## config.mk

```make
export PLATFORM = sky130hd
export DESIGN_NAME = fsm_sw_ctrl_flat
export DESIGN_NICKNAME = d
export VERILOG_FILES = /design/src/rtl/fsm_sw_ctrl_if.sv /design/src/rtl/fsm_sw_ctrl.sv /design/src/flat_wrapper.sv
export SDC_FILE = /design/constraint.sdc
export NUM_CORES = 1
export LEC_CHECK = 0
export ABC_AREA = 1
export CAP_MARGIN = 25
export CELL_PAD_IN_SITES_DETAIL_PLACEMENT = 1
export CELL_PAD_IN_SITES_GLOBAL_PLACEMENT = 1
export CORE_MARGIN = 1.5
export CORE_UTILIZATION = 40
export DETAILED_ROUTE_END_ITERATION = 8
export MAX_ROUTING_LAYER = met4
export PLACE_DENSITY = 0.78
export REMOVE_ABC_BUFFERS = 1
export SYNTH_ARGS = -nofsm -noshare
export SYNTH_HDL_FRONTEND = slang
export SYNTH_SLANG_ARGS = --single-unit
```

## constraint.sdc

```tcl
create_clock -name KEY0 -period 2.6 [get_ports KEY0]
set_clock_uncertainty 0.05 [all_clocks]
set_input_delay 0.26 -clock KEY0 [delete_from_list [all_inputs] [get_ports KEY0]]
set_output_delay 0.26 -clock KEY0 [all_outputs]
set_load 0.02 [all_outputs]
```

## src/rtl/fsm_sw_ctrl_if.sv

```systemverilog
// Switch/status bundle of the switch-driven controller: raw switch and control
// inputs toward the FSM, registered state/status back to the display side.
interface fsm_sw_ctrl_if #(
  parameter int CNT_W = 8
);
  logic [3:0]       SW;
  logic             FREEZE;
  logic             CLR_CNT;
  logic [2:0]       State;
  logic [1:0]       Z;
  logic             timeout;
  logic [CNT_W-1:0] trans_cnt;

  modport master (
    output SW, FREEZE, CLR_CNT,
    input  State, Z, timeout, trans_cnt
  );

  modport slave (
    input  SW, FREEZE, CLR_CNT,
    output State, Z, timeout, trans_cnt
  );
endinterface

```

## src/rtl/fsm_sw_ctrl.sv

```systemverilog
// Switch-driven 5-state controller: synchronised switch events, per-state dwell
// timeout back to S0, freeze control and a saturating transition counter.
module fsm_sw_ctrl #(
  parameter int EDGE_MODE = 0,
  parameter int TIMEOUT   = 200,
  parameter int TMO_W     = 8,
  parameter int CNT_W     = 8
) (
  input  logic          KEY0,
  input  logic          SW0_N,
  fsm_sw_ctrl_if.slave  bus
);

  typedef enum logic [2:0] {
    S0 = 3'd0,
    S1 = 3'd1,
    S2 = 3'd2,
    S3 = 3'd3,
    S4 = 3'd4
  } state_t;

  localparam logic [TMO_W-1:0] TMO_LAST  = (TIMEOUT == 0) ? {TMO_W{1'b0}} : TMO_W'(TIMEOUT - 1);
  localparam logic [TMO_W-1:0] DWELL_MAX = {TMO_W{1'b1}};
  localparam logic [CNT_W-1:0] CNT_MAX   = {CNT_W{1'b1}};

  logic [3:0]       s1_r;
  logic [3:0]       s2_r;
  logic [3:0]       prev_r;
  logic             v1_r;
  logic             v2_r;
  state_t           state_r;
  logic [1:0]       z_r;
  logic             timeout_r;
  logic [TMO_W-1:0] dwell_r;
  logic [CNT_W-1:0] cnt_r;

  logic [3:0]       ev_s;
  logic             take_s;
  state_t           dest_s;
  state_t           next_s;
  logic             valid_s;
  logic             tmo_hit_s;
  logic             change_s;

  function automatic logic [1:0] z_of(input state_t s);
    case (s)
      S0:      z_of = 2'b00;
      S1:      z_of = 2'b01;
      S2:      z_of = 2'b10;
      S3:      z_of = 2'b11;
      S4:      z_of = 2'b10;
      default: z_of = 2'b00;
    endcase
  endfunction

  // Two-flop synchroniser plus edge-detect history; v1/v2 mark stages holding real samples.
  always_ff @(posedge KEY0) begin
    if (!SW0_N) begin
      s1_r   <= 4'b0000;
      s2_r   <= 4'b0000;
      prev_r <= 4'b1111;
      v1_r   <= 1'b0;
      v2_r   <= 1'b0;
    end else begin
      s1_r   <= bus.SW;
      s2_r   <= s1_r;
      v1_r   <= 1'b1;
      v2_r   <= v1_r;
      // prev stays all-ones until s2 carries a real sample, so a switch held through reset is not an edge
      prev_r <= v2_r ? s2_r : 4'b1111;
    end
  end

  // Switch-event transition selection and dwell-timeout decision.
  always_comb begin
    ev_s   = (EDGE_MODE != 0) ? (s2_r & ~prev_r) : s2_r;
    take_s = 1'b0;
    dest_s = state_r;
    case (state_r)
      S0: begin
        if (ev_s[1])      begin take_s = 1'b1; dest_s = S1;      end
        else if (ev_s[0]) begin take_s = 1'b1; dest_s = S3;      end
        else              begin take_s = 1'b0; dest_s = state_r; end
      end
      S1: begin
        if (ev_s[0])      begin take_s = 1'b1; dest_s = S2;      end
        else              begin take_s = 1'b0; dest_s = state_r; end
      end
      S2: begin
        if (ev_s[0])      begin take_s = 1'b1; dest_s = S1;      end
        else if (ev_s[3]) begin take_s = 1'b1; dest_s = S3;      end
        else              begin take_s = 1'b0; dest_s = state_r; end
      end
      S3: begin
        if (ev_s[0])      begin take_s = 1'b1; dest_s = S1;      end
        else if (ev_s[2]) begin take_s = 1'b1; dest_s = S4;      end
        else              begin take_s = 1'b0; dest_s = state_r; end
      end
      S4: begin
        if (ev_s[0])      begin take_s = 1'b1; dest_s = S1;      end
        else              begin take_s = 1'b0; dest_s = state_r; end
      end
      default: begin
        take_s = 1'b1;
        dest_s = S0;
      end
    endcase

    valid_s   = (state_r <= S4);
    tmo_hit_s = (TIMEOUT != 0) && valid_s && (state_r != S0) && !take_s && (dwell_r == TMO_LAST);

    if (take_s) begin
      next_s = dest_s;
    end else if (tmo_hit_s) begin
      next_s = S0;
    end else begin
      next_s = state_r;
    end

    // recovery from an illegal code is not a counted state change
    change_s = valid_s && (next_s != state_r);
  end

  // Controller state, Moore output, timeout pulse, dwell and transition counters.
  always_ff @(posedge KEY0) begin
    if (!SW0_N) begin
      state_r   <= S0;
      z_r       <= 2'b00;
      timeout_r <= 1'b0;
      dwell_r   <= {TMO_W{1'b0}};
      cnt_r     <= {CNT_W{1'b0}};
    end else begin
      if (bus.CLR_CNT) begin
        cnt_r <= {CNT_W{1'b0}};
      end else if (!bus.FREEZE && change_s && (cnt_r != CNT_MAX)) begin
        cnt_r <= cnt_r + CNT_W'(1'b1);
      end else begin
        cnt_r <= cnt_r;
      end

      if (bus.FREEZE) begin
        timeout_r <= 1'b0;
      end else begin
        state_r   <= next_s;
        z_r       <= z_of(next_s);
        timeout_r <= tmo_hit_s;
        if ((next_s != state_r) || (state_r == S0)) begin
          dwell_r <= {TMO_W{1'b0}};
        end else if (dwell_r != DWELL_MAX) begin
          dwell_r <= dwell_r + TMO_W'(1'b1);
        end else begin
          dwell_r <= dwell_r;
        end
      end
    end
  end

  assign bus.State     = state_r;
  assign bus.Z         = z_r;
  assign bus.timeout   = timeout_r;
  assign bus.trans_cnt = cnt_r;

endmodule
```

## src/flat_wrapper.sv

```systemverilog
// flat-port wrapper written by rule: the top's interface ports become plain ports
module fsm_sw_ctrl_flat 
#(
  parameter int EDGE_MODE = 0,
  parameter int TIMEOUT   = 200,
  parameter int TMO_W     = 8,
  parameter int CNT_W     = 8
)
  (KEY0, SW0_N, bus_SW, bus_FREEZE, bus_CLR_CNT, bus_State, bus_Z, bus_timeout, bus_trans_cnt);
  fsm_sw_ctrl_if #(.CNT_W(CNT_W)) bus_i ();
  input  logic KEY0;
  input  logic SW0_N;
  input wire logic [$bits(bus_i.SW)-1:0] bus_SW;
  input wire logic [$bits(bus_i.FREEZE)-1:0] bus_FREEZE;
  input wire logic [$bits(bus_i.CLR_CNT)-1:0] bus_CLR_CNT;
  output wire logic [$bits(bus_i.State)-1:0] bus_State;
  output wire logic [$bits(bus_i.Z)-1:0] bus_Z;
  output wire logic [$bits(bus_i.timeout)-1:0] bus_timeout;
  output wire logic [$bits(bus_i.trans_cnt)-1:0] bus_trans_cnt;
  assign bus_i.SW = bus_SW;
  assign bus_i.FREEZE = bus_FREEZE;
  assign bus_i.CLR_CNT = bus_CLR_CNT;
  assign bus_State = bus_i.State;
  assign bus_Z = bus_i.Z;
  assign bus_timeout = bus_i.timeout;
  assign bus_trans_cnt = bus_i.trans_cnt;
  fsm_sw_ctrl #(.EDGE_MODE(EDGE_MODE), .TIMEOUT(TIMEOUT), .TMO_W(TMO_W), .CNT_W(CNT_W)) u_core (.KEY0(KEY0), .SW0_N(SW0_N), .bus(bus_i));
endmodule
```

# == Word level (Yosys, flattened, before mapping) ==
# Index checks and enable logic that the tools add are counted.
# word_totals
register_bits,30
inputBits,8
output_inout_bits,14
wordCells,62
# classes
n_addsub,2
magnitude_cmp,1
n_eq_ne,12
muxes,21
n_bitwise,2
reduce_logical,17
# op_table
cell,n
3-bit two-way mux,10
"8-bit by 1-bit adder with 8-bit output, second input constant",2
8-bit two-way mux,2
"8-bit inequality test, second input constant",2
3-bit one-hot mux with 5 select lines,1
"3-bit by 2-bit == test with 1-bit output, second input constant",4
"8-bit == test, second input constant",1
2-bit OR reduction,4
"3-bit by 1-bit == test with 1-bit output, second input constant",2
"3-bit == test, second input constant",2
1-bit logical AND,6
1-bit two-way mux,6
2-bit one-hot mux with 3 select lines,1
1-bit one-hot mux with 4 select lines,1
"3-bit less-or-equal comparator, second input constant",1
3-bit logical NOT,1
3-bit inequality test,1
3-bit nonzero test,1
1-bit logical NOT,2
1-bit inverter,2
2-bit AND reduction,1
2-bit nonzero test,1
1-bit logical OR,1

# == Longest topological paths before layout ==
# Gate-level depths: netlist of run 1.
# depth
depth_word,12
depth_mapped,17
depth_no_buf,15

# == Worst setup path before layout of run 1 ==
# No wires, ideal clock.
# synth_path
kind,register to register
start,reg u_core.state_r[1] (netlist: u_core.bus.State[1])
end,reg u_core.cnt_r[6] (netlist: u_core.bus.trans_cnt[6])
arrival_ns,1.987
path_slack_ns,0.445
stages_incl_launch_ff,16
synth_period_minus_slack_ns,2.155
path_cell_list,dfxtp_1 -> nor2_2 -> ha_1 -> nor2_1 -> nand2_1 -> nor2_1 -> nor2_1 -> nand3_1 -> nand3_2 -> nand2_4 -> nor2_8 -> nand2_2 -> nand2_2 -> buf_6 -> nor3_1 -> nor2_1
# synth_between
elab_chain_cells,12
word_cells_on_any_way,28
cone_classes,1 x order compare; 5 x eq/ne; 12 x mux; 10 x reduce/logical
# synth_lines
element,line_no,rtl
"start, declared",fsm_sw_ctrl.sv:31,state_t state_r;
"start signal, assigned",fsm_sw_ctrl.sv:144,state_r <= next_s;
3-bit by 1-bit == test with 1-bit output / 3-bit == test (equally long branches),fsm_sw_ctrl.sv:79,case (state_r)
2-bit OR reduction (no line),--,
1-bit one-hot mux with 4 select lines,fsm_sw_ctrl.sv:79,
1-bit logical NOT,fsm_sw_ctrl.sv:110,tmo_hit_s = (TIMEOUT != 0) && valid_s && (state_r != S0) && !take_s && (dwell_r == TMO_LAST);
1-bit logical AND (2 in a row),fsm_sw_ctrl.sv:110,
3-bit two-way mux,fsm_sw_ctrl.sv:114,end else if (tmo_hit_s) begin
3-bit two-way mux,fsm_sw_ctrl.sv:112,if (take_s) begin
3-bit inequality test,fsm_sw_ctrl.sv:121,change_s = valid_s && (next_s != state_r);
1-bit logical AND (*),fsm_sw_ctrl.sv:121,
1-bit logical AND (*) (2 in a row),fsm_sw_ctrl.sv:135,end else if (!bus.FREEZE && change_s && (cnt_r != CNT_MAX)) begin
"end signal, assigned",fsm_sw_ctrl.sv:134,cnt_r <= {CNT_W{1'b0}};
"end signal, assigned",fsm_sw_ctrl.sv:136,cnt_r <= cnt_r + CNT_W'(1'b1);
"end signal, assigned",fsm_sw_ctrl.sv:138,cnt_r <= cnt_r;
"end, declared",fsm_sw_ctrl.sv:35,logic [CNT_W-1:0] cnt_r;
# Every way passes the cells marked *; elsewhere a longest branch is shown, timed or not.
# A chain may end at the register's enable or synchronous reset.

# == Final worst setup path of run 1 ==
# layout_path
start,reg u_core.state_r[0] (netlist: u_core.bus.State[0])
end,reg u_core.cnt_r[3] (netlist: u_core.bus.trans_cnt[3])
# The elaborated chain is that of the path after synthesis.

==> results.md, run 1 <==
- Most frequent cell after synthesis: sky130_fd_sc_hd__nand2_1
- Antenna viol nets, final: 0
- Max Cap Viol: 0
- Post-CTS Setup Inserts: 0
- Combinational power share: 11.8%
- Ranking of synthesized cells by area: sky130_fd_sc_hd__dfxtp_1 (32%), sky130_fd_sc_hd__nand2_1 (9.5%), sky130_fd_sc_hd__nand3_1 (8.6%)
- Last weighted congestion value of the routability-driven placer: 0.912
- Top-area cell type share of the netlist area: 32.2%
- Share of total power in the clock network: 40.4%
- Net switching power: 0.269 mW
- TritonCTS Buffers: 5
- Synth async-reset ratio: 0%
- Count of input and output buffers: 21
- Yosys Warn Count: 0
- Main synth FF type: sky130_fd_sc_hd__dfxtp_1
- Critical Path End Type: flop
- Final critical-path setup slack: 0.352 ns
- Reg clk slew, reported paths: 0.07 ns
- Maximum number of pins on one net before global-route repair: 15
- Final HPWL from detailed placement: 3.58 mm
- Area growth from synthesis to layout: 19.4%
- Share of the yosys chip area belonging to registers: 32.2%
- Switching share of power: 27.1%
- Class of the tightest hold or removal check: reg2reg
- Max Slew Vio Count: 0
- Share of total power in sequential cells: 47.8%
- Synthesized area per cell: 7.07 sq um
- Hold bufs inserted after CTS: 0
- Count of cells along the worst register-to-register path: 15
- Routed wire per std cell: 14.3 um
- Required time of the critical path: 2.77 ns
- Latest clock arrival within the worst-skew pair: 0.29 ns
- Drt pass-1 iters: 4
- Number of ports placed on the die boundary: 22
- Clock tree from TritonCTS: yes
- GR Util All Layers: 21.5%
- Launching element type of the critical path: flop
- Initial standard-cell utilization of the core: 42.3%
- Combinational family with the most area after synthesis: simple AND/OR/NAND/NOR gates
- Area share of and/or/nand/nor cells after synthesis: 38.9%
- Post-cts gate resize count: 0
- Area leader, netlist: sky130_fd_sc_hd__dfxtp_1
- Setup TNS: 0 ns
- Largest vdd supply drop: 0.335 mV
- Outcome: complete, no violations
- DR DRC count: 0
- Core ar.: 0.00441 sq mm
- Post-synth design cell area: 0.00187 sq mm
- FP Rows: 24
- Internal Pwr Total: 0.727 mW
- Type of the worst setup path: reg2reg
- Number of unique standard cell types used by synthesis: 36
- Worst reg2reg endpoint: u_core.bus.trans_cnt[3]
- Via count of the first global-routing pass: 1852
- Cell depth of the worst min-delay path: 2
- Antenna violations before repair: 0
- Rel. slew slack: 51.8%
- Total wire length after detailed routing: 4.91 mm
- Minimum clock period: 2.25 ns
- Start point of the critical path: u_core.bus.State[0]
- Power density of the placed cells: 447 mW/mm^2
- H-tree depth: 2
- List of most frequent post-synthesis cells: sky130_fd_sc_hd__nand2_1 (47), sky130_fd_sc_hd__nor2_1 (34), sky130_fd_sc_hd__nand3_1 (32)
- Instance count of the mapped netlist: 264
- Post-route clock period utilization: 86.5%
- Setup WS pre-CTS: 0.258 ns
- Worst-case register-to-register setup slack: 0.35 ns
- Static power due to leakage: 0.919 nW
- Hold violation total from the final report: 0
- Final setup vio count: 0
- Max Clock Freq: 445 MHz
- Net count reported at finish: 304
- RSZ-0062 raised after global routing: no
- Vias per inst: 5.18
- Critical Path AT: 2.42 ns
- Reg2Reg Launch Point: u_core.bus.State[0]
- Longest Clk Path Bufs: 2
- Synth Area in XOR/XNOR: 5.63%
- Post-synthesis compound-gate area fraction: 10.4%
- Multiplexer share of the synthesized area: 0%
- WHS Endpoint: u_core.ev_s[3]
- Library cell used as clock root buffer: sky130_fd_sc_hd__clkbuf_8
- Clock sink count: 30
- Horizontal die dimension: 71.3 um
- Die outline height: 71.3 um
- Die ar.: 0.00508 sq mm
- Antenna cell count: 0
- Vias after detailed routing: 1783
- Worst hold start: u_core.s1_r[3]
- Total Power Consumption: 0.996 mW
- Proportion of layout cells with a drive suffix above 1: 14.7%
- Drt initial violations: 82
- Leftover overflow at the end of global routing: 0
- Fraction of the mapped netlist area in adder cells: 3.35%
- Number of flops mapped to enable cells by yosys: 0
- Flip-flop and latch count after synthesis: 30
- CP Max Fanout: 11
- Pin slew with the least headroom to its limit: 0.718 ns
- Wire length of the first global-routing pass: 8.47 mm
cell type report:
type                    count  area, sq um
inverters                  32          121
clock inverters             2         12.5
well taps                  52         65.1
clock buffers               6         82.6
flip-flops and latches     30          601
fillers                   589         2190
multi-input cells         195         1090
repair buffers             27          255
worst max-delay path: stages, from the launching register on:
cell and delay, ns:
sky130_fd_sc_hd__dfxtp_1 0.32, sky130_fd_sc_hd__nor2_2 0.17, sky130_fd_sc_hd__ha_1 0.27, sky130_fd_sc_hd__nor2_1 0.09, sky130_fd_sc_hd__nand2_1 0.09, sky130_fd_sc_hd__nor2_2 0.17
sky130_fd_sc_hd__nor2_1 0.06, sky130_fd_sc_hd__nand3_1 0.11, sky130_fd_sc_hd__nand3_2 0.10, sky130_fd_sc_hd__nand2_4 0.09, sky130_fd_sc_hd__nor2_8 0.05, sky130_fd_sc_hd__nand2_2 0.05
sky130_fd_sc_hd__nand2_2 0.13, sky130_fd_sc_hd__inv_1 0.20, sky130_fd_sc_hd__nand2_1 0.08, sky130_fd_sc_hd__a21oi_1 0.14
worst max path at each step:
| stage | cells past startpoint | slack, ns | endpoint |
|---|---|---|---|
| after floorplan | 15 | 0.22 | u_core.bus.trans_cnt[2] |
| after global placement | 15 | 0.39 | u_core.bus.trans_cnt[3] |
| after detailed placement | 15 | 0.26 | u_core.bus.trans_cnt[3] |
| after CTS | 15 | 0.22 | u_core.bus.trans_cnt[3] |
| after global routing | 15 | 0.07 | u_core.bus.trans_cnt[3] |
| final | 15 | 0.35 | u_core.bus.trans_cnt[3] |
power groups by stage:
stage	logic, mW	clock network [mW]	registers, mW
2_1_floorplan	0.0696	0	0.490
3_3_place_gp	0.116	0	0.487
3_5_place_dp	0.118	0	0.487
4_1_cts	0.119	0.414	0.476
5_1_grt	0.130	0.426	0.477
6_report	0.118	0.402	0.476
metal layers:
metal	track usage, %	vias to the layer above	share of wire, %
met4	8.81	0	2.2
met2	37.1	20	49
met1	25.1	845	47
met5	-	-	0
li1	-	909	-
met3	2.95	9	1.9
cells in the final DEF, fill, tap and decap left out, types with 5 or more instances in the layout:
cell type and count:
sky130_fd_sc_hd__a21oi_1 18, sky130_fd_sc_hd__buf_4 6, sky130_fd_sc_hd__clkbuf_8 6, sky130_fd_sc_hd__clkdlybuf4s50_1 21, sky130_fd_sc_hd__dfxtp_1 30, sky130_fd_sc_hd__ha_1 5
sky130_fd_sc_hd__inv_1 26, sky130_fd_sc_hd__nand2_1 47, sky130_fd_sc_hd__nand2_2 6, sky130_fd_sc_hd__nand3_1 32, sky130_fd_sc_hd__nor2_1 33, sky130_fd_sc_hd__nor3_1 7
sky130_fd_sc_hd__xor2_1 8
state kept, by name, summed over array words and instances (netlist names):
| name | cells |
|---|---|
| u_core.s1_r | 4 |
| u_core.bus.timeout | 1 |
| u_core.bus.Z | 2 |
| u_core.ev_s | 4 |
| u_core.bus.trans_cnt | 8 |
| u_core.dwell_r | 8 |
| u_core.bus.State | 3 |
stage by stage:
step	area, sq um	util, %	cells	hold slack (ns)
6_report	2230	50.5	344	0.368
5_1_grt	2230	50.5	344	0.392
4_1_cts	2220	50.4	344	0.377
3_5_place_dp	2130	48.2	336	0.361
3_3_place_gp	2130	48.2	336	0.347
2_1_floorplan	1810	-	257	0.303
logic make-up after synthesis:
family / Yosys count
simple gates: 146
buf+inv: 39
compound gates: 32
flops: 30
xor+xnor: 12
fa+ha+maj: 5
Power figures use the tool's default switching activity.
==> run 2: changes to the inputs <==
Settings changed: ABC_AREA 1 to default, CORE_UTILIZATION 40 to 41, PLACE_DENSITY 0.78 to default, PLACE_DENSITY_LB_ADDON from default to 0.1.
==> results.md, run 2 <==
- Area growth from synthesis to layout: 44.3%
- Clock sink count: 30 (unchanged)
- Count of cells along the worst register-to-register path: 11 (-4)
- Longest Clk Path Bufs: 2 (unchanged)
- Hold bufs inserted after CTS: 0 (unchanged)
- Top-area cell type share of the netlist area: 36.9% (+4.7 points)
- GR Util All Layers: 23.5% (+2.0 points)
- CP Max Fanout: 5 (-6)
- Reg clk slew, reported paths: 0.07 ns (about the same)
- Vias after detailed routing: 1601 (-10%)
- Most used cells in the layout excluding fill and tap cells: sky130_fd_sc_hd__dfxtp_1 (27), sky130_fd_sc_hd__clkdlybuf4s50_1 (21), sky130_fd_sc_hd__buf_4 (20)
- Total wire length after detailed routing: 5.28 mm (+7.7%)
- Initial standard-cell utilization of the core: 43.5% (+1.2 points)
- Antenna viol nets, final: 0 (unchanged)
- Minimum clock period: 2.64 ns (+0.389 ns)
- Type of the worst setup path: reg2reg
- Proportion of layout cells with a drive suffix above 1: 31.8% (+17 points)
- Setup WS pre-CTS: -0.135 ns (-0.393 ns)
- Post-synth design cell area: 0.00163 sq mm (-13%)
- Rel. slew slack: 54.9% (+3.1 points)
- Cell depth of the worst min-delay path: 1 (-1)
- Die ar.: 0.00436 sq mm (-14%)
- Final setup vio count: 6 (+6)
- Launching element type of the critical path: flop
- RSZ-0062 raised after global routing: yes
- Post-route clock period utilization: 101% (+15 points)
- Latest clock arrival within the worst-skew pair: 0.29 ns (about the same)
- Instance count of the mapped netlist: 185 (-30%)
- Drt pass-1 iters: 4 (unchanged)
- Vias per inst: 5.70 (+9.9%)
- Antenna violations before repair: 0 (unchanged)
- Pin slew with the least headroom to its limit: 0.672 ns (-0.0461 ns)
- Critical Path AT: 2.82 ns (+0.40 ns)
- Maximum number of pins on one net before global-route repair: 20 (+5)
- H-tree depth: 2 (unchanged)
- Final critical-path setup slack: -0.0369 ns (-0.389 ns)
- Max Cap Viol: 0 (unchanged)
- Critical Path End Type: flop
- Fin util: 62.7% (+12 points)
- Hold violation total from the final report: 0 (unchanged)
- Number of flops mapped to enable cells by yosys: 0 (unchanged)
- Drt initial violations: 57 (-30%)
- Antenna cell count: 0 (unchanged)
- FP Rows: 22 (-8.3%)
- Library cell used as clock root buffer: sky130_fd_sc_hd__clkbuf_8
- Number of ports placed on the die boundary: 22 (unchanged)
- Synthesized area per cell: 8.80 sq um (+25%)
- Final HPWL from detailed placement: 3.23 mm (-9.9%)
- TritonCTS Buffers: 5 (unchanged)
- Largest vdd supply drop: 0.432 mV (+29%)
- Area of all placed cells without fillers: 0.00235 sq mm (+5.4%)
- Synth async-reset ratio: 0% (unchanged)
- Count of input and output buffers: 21 (unchanged)
- Outcome: finished with violations
- Worst-case register-to-register setup slack: -0.04 ns (-0.39 ns)
- Via count of the first global-routing pass: 1620 (-13%)
- Last weighted congestion value of the routability-driven placer: 0.872 (-4.4%)
- Core ar.: 0.00374 sq mm (-15%)
- Number of unique standard cell types used by synthesis: 48 (+33%)
- Static power due to leakage: 0.888 nW (-3.4%)
- Horizontal die dimension: 66.0 um (-7.4%)
- Class of the tightest hold or removal check: reg2reg
- Main synth FF type: sky130_fd_sc_hd__dfxtp_1
- List of most frequent post-synthesis cells: sky130_fd_sc_hd__dfxtp_1 (30), sky130_fd_sc_hd__a21oi_1 (15), sky130_fd_sc_hd__nand2_1 (14)
- Net count reported at finish: 245 (-19%)
- Share of the yosys chip area belonging to registers: 36.9% (+4.7 points)
- Flip-flop and latch count after synthesis: 30 (unchanged)
- Area leader, netlist: sky130_fd_sc_hd__dfxtp_1
- Routed wire per std cell: 18.8 um (+32%)
- Required time of the critical path: 2.78 ns (about the same)
- Post-DP Area: 0.00198 sq mm (-6.8%)
- Most frequent cell after synthesis: sky130_fd_sc_hd__dfxtp_1
- Yosys Warn Count: 0 (unchanged)
- Clock tree from TritonCTS: yes
- Die outline height: 66.0 um (-7.4%)
- Commonest non-fill, non-tap cell in the layout: sky130_fd_sc_hd__dfxtp_1
- Max Clock Freq: 379 MHz (-15%)
- DR DRC count: 0 (unchanged)
- Worst slack on hold paths: 0.376 ns (+0.00769 ns)
- Setup TNS: -0.119 ns (-0.119 ns)
- Ranking of synthesized cells by area: sky130_fd_sc_hd__dfxtp_1 (37%), sky130_fd_sc_hd__a21oi_1 (4.6%), sky130_fd_sc_hd__and2_1 (3.8%)
- Power density of the placed cells: 489 mW/mm^2 (+9.2%)
- Violations in the final reports: setup timing
- Max Slew Vio Count: 0 (unchanged)
- Leftover overflow at the end of global routing: 0 (unchanged)
- Wire length of the first global-routing pass: 7.53 mm (-11%)
## run 2: worst paths after layout
kind,from,end
hold / removal,u_core.s1_r[2],u_core.ev_s[2]
setup / recovery,u_core.bus.State[1],u_core.bus.trans_cnt[4]
setup reg to reg,u_core.bus.State[1],u_core.bus.trans_cnt[4]
hold reg to reg,u_core.s1_r[2],u_core.ev_s[2]
## run 2: cells by family after synthesis
| kind of cell | synth area share (%) |
|---|---|
| AO/OA/AOI/OAI | 20.3 |
| XOR/XNOR | 2.15 |
| adder cells (fa/ha/maj) | 3.84 |
| buffers and inverters | 4.61 |
| flip-flops | 36.9 |
| multiplexers | 1.92 |
| AND/OR/NAND/NOR | 30.3 |
## run 2: metrics by stage
step / power (mW) / instances
2_1_floorplan: 0.597 / 175
3_5_place_dp: 0.691 / 263
3_3_place_gp: 0.679 / 263
4_1_cts: 1.10 / 274
6_report: 1.15 / 281
5_1_grt: 1.19 / 281
## run 2: area by class of cell
class                      count  area, sq um
fill                         431         1400
multi-input combinational    140         1090
sequential                    30          609
timing repair buffer          50          479
clock buffer                   7         86.3
tap                           48         60.1
inverter                       5         18.8
clock inverter                 1         5.00
## run 2: routing by layer
layer  up-vias  wire [um]  track usage [%]
met5         -          0                -
met4         0         61             6.89
met3         6        172             5.11
met2        32       2660             39.8
met1       795       2390             28.2
li1        768          -                -
## run 2: repair_timing
action                                  CTS  global route
cloned                                    0             1
buffers inserted                          4             6
pin swaps                                 5            28
endpoints found under the setup margin   14            17
gates resized for setup                   8            41
## run 2: report_power, final
group / internal, mW / switching (mW)
Sequential: 0.473 / 0.0127
Clock: 0.213 / 0.184
Combinational: 0.131 / 0.133
Total: 0.817 / 0.331
## run 2: critical path, cell delays in order (launching register included)
cell	delay, ns
sky130_fd_sc_hd__dfxtp_4	0.36
sky130_fd_sc_hd__nor2_4	0.18
sky130_fd_sc_hd__ha_4	0.16
sky130_fd_sc_hd__nand2b_1	0.08
sky130_fd_sc_hd__a311oi_1	0.36
sky130_fd_sc_hd__o21ai_1	0.21
sky130_fd_sc_hd__o211ai_2	0.27
sky130_fd_sc_hd__buf_4	0.19
sky130_fd_sc_hd__o21ai_4	0.07
sky130_fd_sc_hd__buf_6	0.17
sky130_fd_sc_hd__or4_4	0.42
sky130_fd_sc_hd__nand2_2	0.06
==> run 3: changes to the inputs <==
Clock period 2.6 ns to 2.9 ns, I/O delays scaled along.
==> results.md, run 3 (synthesized netlist as in run 2, its figures left out) <==
- Total Power Consumption: 0.951 mW (-17%)
- Die outline height: 66.0 um (unchanged)
- Number of ports placed on the die boundary: 22 (unchanged)
- Area growth from synthesis to layout: 23.9%
- Hold bufs inserted after CTS: 0 (unchanged)
- Sequential cell area: 601 sq um (-1.4%)
- Antenna cell count: 0 (unchanged)
- Clock sink count: 30 (unchanged)
- Combinational power share: 17.0% (-6.0 points)
- Final setup vio count: 0 (-6)
- Net switching power: 0.265 mW (-20%)
- Launching element type of the critical path: flop
- Required time of the critical path: 3.06 ns (+0.28 ns)
- Routed wire per std cell: 16.7 um (-11%)
- Setup TNS: 0 ns (+0.119 ns)
- Commonest non-fill, non-tap cell in the layout: sky130_fd_sc_hd__dfxtp_1
- Initial standard-cell utilization of the core: 43.5% (unchanged)
- H-tree depth: 2 (unchanged)
- Switching share of power: 27.9% (-0.91 points)
- Longest Clk Path Bufs: 2 (unchanged)
- Via count of the first global-routing pass: 1592 (-1.7%)
- Drt pass-1 iters: 4 (unchanged)
- Max Cap Viol: 0 (unchanged)
- CP Cell Sequence: buf_4 -> or3b_1 -> a21oi_1 -> nor3_1 -> or3_4 -> nand3_4 -> nor4_4 -> buf_4 -> or4b_1 -> a21oi_1
- Hold violation total from the final report: 0 (unchanged)
- Largest vdd supply drop: 0.277 mV (-36%)
- Power density of the placed cells: 472 mW/mm^2 (-3.5%)
- Share of total power in the clock network: 37.3% (+2.6 points)
- Library cell used as clock root buffer: sky130_fd_sc_hd__clkbuf_8
- Max Clock Freq: 357 MHz (-6.0%)
- DR DRC count: 0 (unchanged)
- Minimum clock period: 2.80 ns (+0.168 ns)
- RSZ-0062 raised after global routing: no
- FP Rows: 22 (unchanged)
- Multi-input gate area: 957 sq um (-12%)
- Drt initial violations: 102 (+79%)
- Final HPWL from detailed placement: 3.12 mm (-3.4%)
- Die ar.: 0.00436 sq mm (unchanged)
- Wire length of the first global-routing pass: 7.44 mm (-1.3%)
- CP max-delay cell: sky130_fd_sc_hd__or4b_1
- Last weighted congestion value of the routability-driven placer: 0.855 (-2.0%)
- Total wire length after detailed routing: 4.39 mm (-17%)
- Internal Pwr Total: 0.686 mW (-16%)
- Reg clk slew, reported paths: 0.07 ns (about the same)
- Pin slew with the least headroom to its limit: 0.453 ns (-0.219 ns)
- Largest stage delay on the critical path: 0.48 ns (+0.06 ns)
- Critical Path AT: 2.96 ns (+0.14 ns)
- Vias after detailed routing: 1503 (-6.1%)
- Net count reported at finish: 226 (-7.8%)
- CP Max Fanout: 11 (+6)
- Core ar.: 0.00374 sq mm (unchanged)
- Horizontal die dimension: 66.0 um (unchanged)
- GR Util All Layers: 22.6% (-0.94 points)
- Clock tree from TritonCTS: yes
- Critical Path End Type: flop
- Worst-case register-to-register setup slack: 0.1 ns (+0.13 ns)
- Static power due to leakage: 0.752 nW (-15%)
- Cell depth of the worst min-delay path: 1 (unchanged)
- Maximum number of pins on one net before global-route repair: 17 (-15%)
- Antenna viol nets, final: 0 (unchanged)
- Latest clock arrival within the worst-skew pair: 0.28 ns (about the same)
- Rel. slew slack: 69.6% (+15 points)
- Outcome: complete, no violations
- Max Slew Vio Count: 0 (unchanged)
- Leftover overflow at the end of global routing: 0 (unchanged)
- TritonCTS Buffers: 5 (unchanged)
- Fillcell total: 457 (+6.0%)
- Post-route clock period utilization: 96.7% (-4.7 points)
- Vias per inst: 5.74 (+0.69%)
- Class of the tightest hold or removal check: reg2reg
- Count of input and output buffers: 21 (unchanged)
- Share of total power in sequential cells: 45.7% (+3.4 points)
- Antenna violations before repair: 0 (unchanged)
- Proportion of layout cells with a drive suffix above 1: 14.0% (-18 points)
- Most used cells in the layout excluding fill and tap cells: sky130_fd_sc_hd__dfxtp_1 (30), sky130_fd_sc_hd__clkdlybuf4s50_1 (21), sky130_fd_sc_hd__a21oi_1 (15)
- Count of cells along the worst register-to-register path: 10 (-1)
- Type of the worst setup path: reg2reg
-- run 3: cell types whose count changed in the layout (fill, tap and decap cells not counted), moves of 3 or more --
cell                      change
sky130_fd_sc_hd__or4_4        -3
sky130_fd_sc_hd__a21oi_1      +8
sky130_fd_sc_hd__buf_4       -10
sky130_fd_sc_hd__buf_6        -7
sky130_fd_sc_hd__o21ai_0      +4
sky130_fd_sc_hd__o21ai_1      -3
sky130_fd_sc_hd__dfxtp_1      +3
sky130_fd_sc_hd__a21oi_2      -7
sky130_fd_sc_hd__or4_1        +3
-- run 3: worst max-delay path: cells and delay by family, from the launching register on --
kind	cells	cell delay (ns)
AOI/OAI and AO/OA	2	0.44
buffers and inverters	2	0.34
DFF	1	0.32
and+or+nand+nor	6	1.57
-- run 3: repair_timing --
item / 4_1_cts / 5_1_grt
endpoints found under the hold margin: 0 / 0
cloned: 0 / 0
endpoints found under the setup margin: 5 / 9
pin swaps: 2 / 1
buffers inserted: 2 / 1
gates resized for setup: 2 / 2
-- run 3: layer usage --
layer,vias up,track usage [%],wire length [um]
met5,-,-,0
met4,0,4.59,16
met3,3,3.58,128
met2,33,39.8,2250
met1,733,27.4,1990
li1,734,-,-
-- run 3: through the flow --
step	std cells	instance area, sq um	utilization (%)	hold WS, ns	worst slack (ns)
2_1_floorplan	175	1570	-	0.318	0.0743
3_3_place_gp	251	1890	50.6	0.373	0.219
3_5_place_dp	251	1890	50.6	0.371	0.0191
4_1_cts	261	2010	53.6	0.388	0.0580
5_1_grt	262	2020	53.9	0.403	0.00151
6_report	262	2020	53.9	0.386	0.0951
-- run 3: final cells by class --
type / instances / share of cell area [%]
clock inverters: 2 / 0.620
multi-input cells: 140 / 47.5
well taps: 48 / 2.98
flip-flops and latches: 30 / 29.8
inverters: 5 / 0.931
repair buffers: 31 / 14.1
clock buffers: 6 / 4.09
-- run 3: path summary, 6_finish.rpt --
path | endpoint | from
max reg2reg | u_core.dwell_r[5] | u_core.bus.State[1]
min reg2reg | u_core.ev_s[1] | u_core.s1_r[1]
min | u_core.ev_s[1] | u_core.s1_r[1]
max | u_core.dwell_r[5] | u_core.bus.State[1]
-- run 3: power by group through the flow --
stage	combinational (mW)	clock, mW	sequential [mW]
global placement	0.146	0	0.442
CTS	0.160	0.361	0.434
global route	0.178	0.383	0.436
floorplan	0.0847	0	0.450
finish	0.162	0.354	0.435
detailed placement	0.154	0	0.443
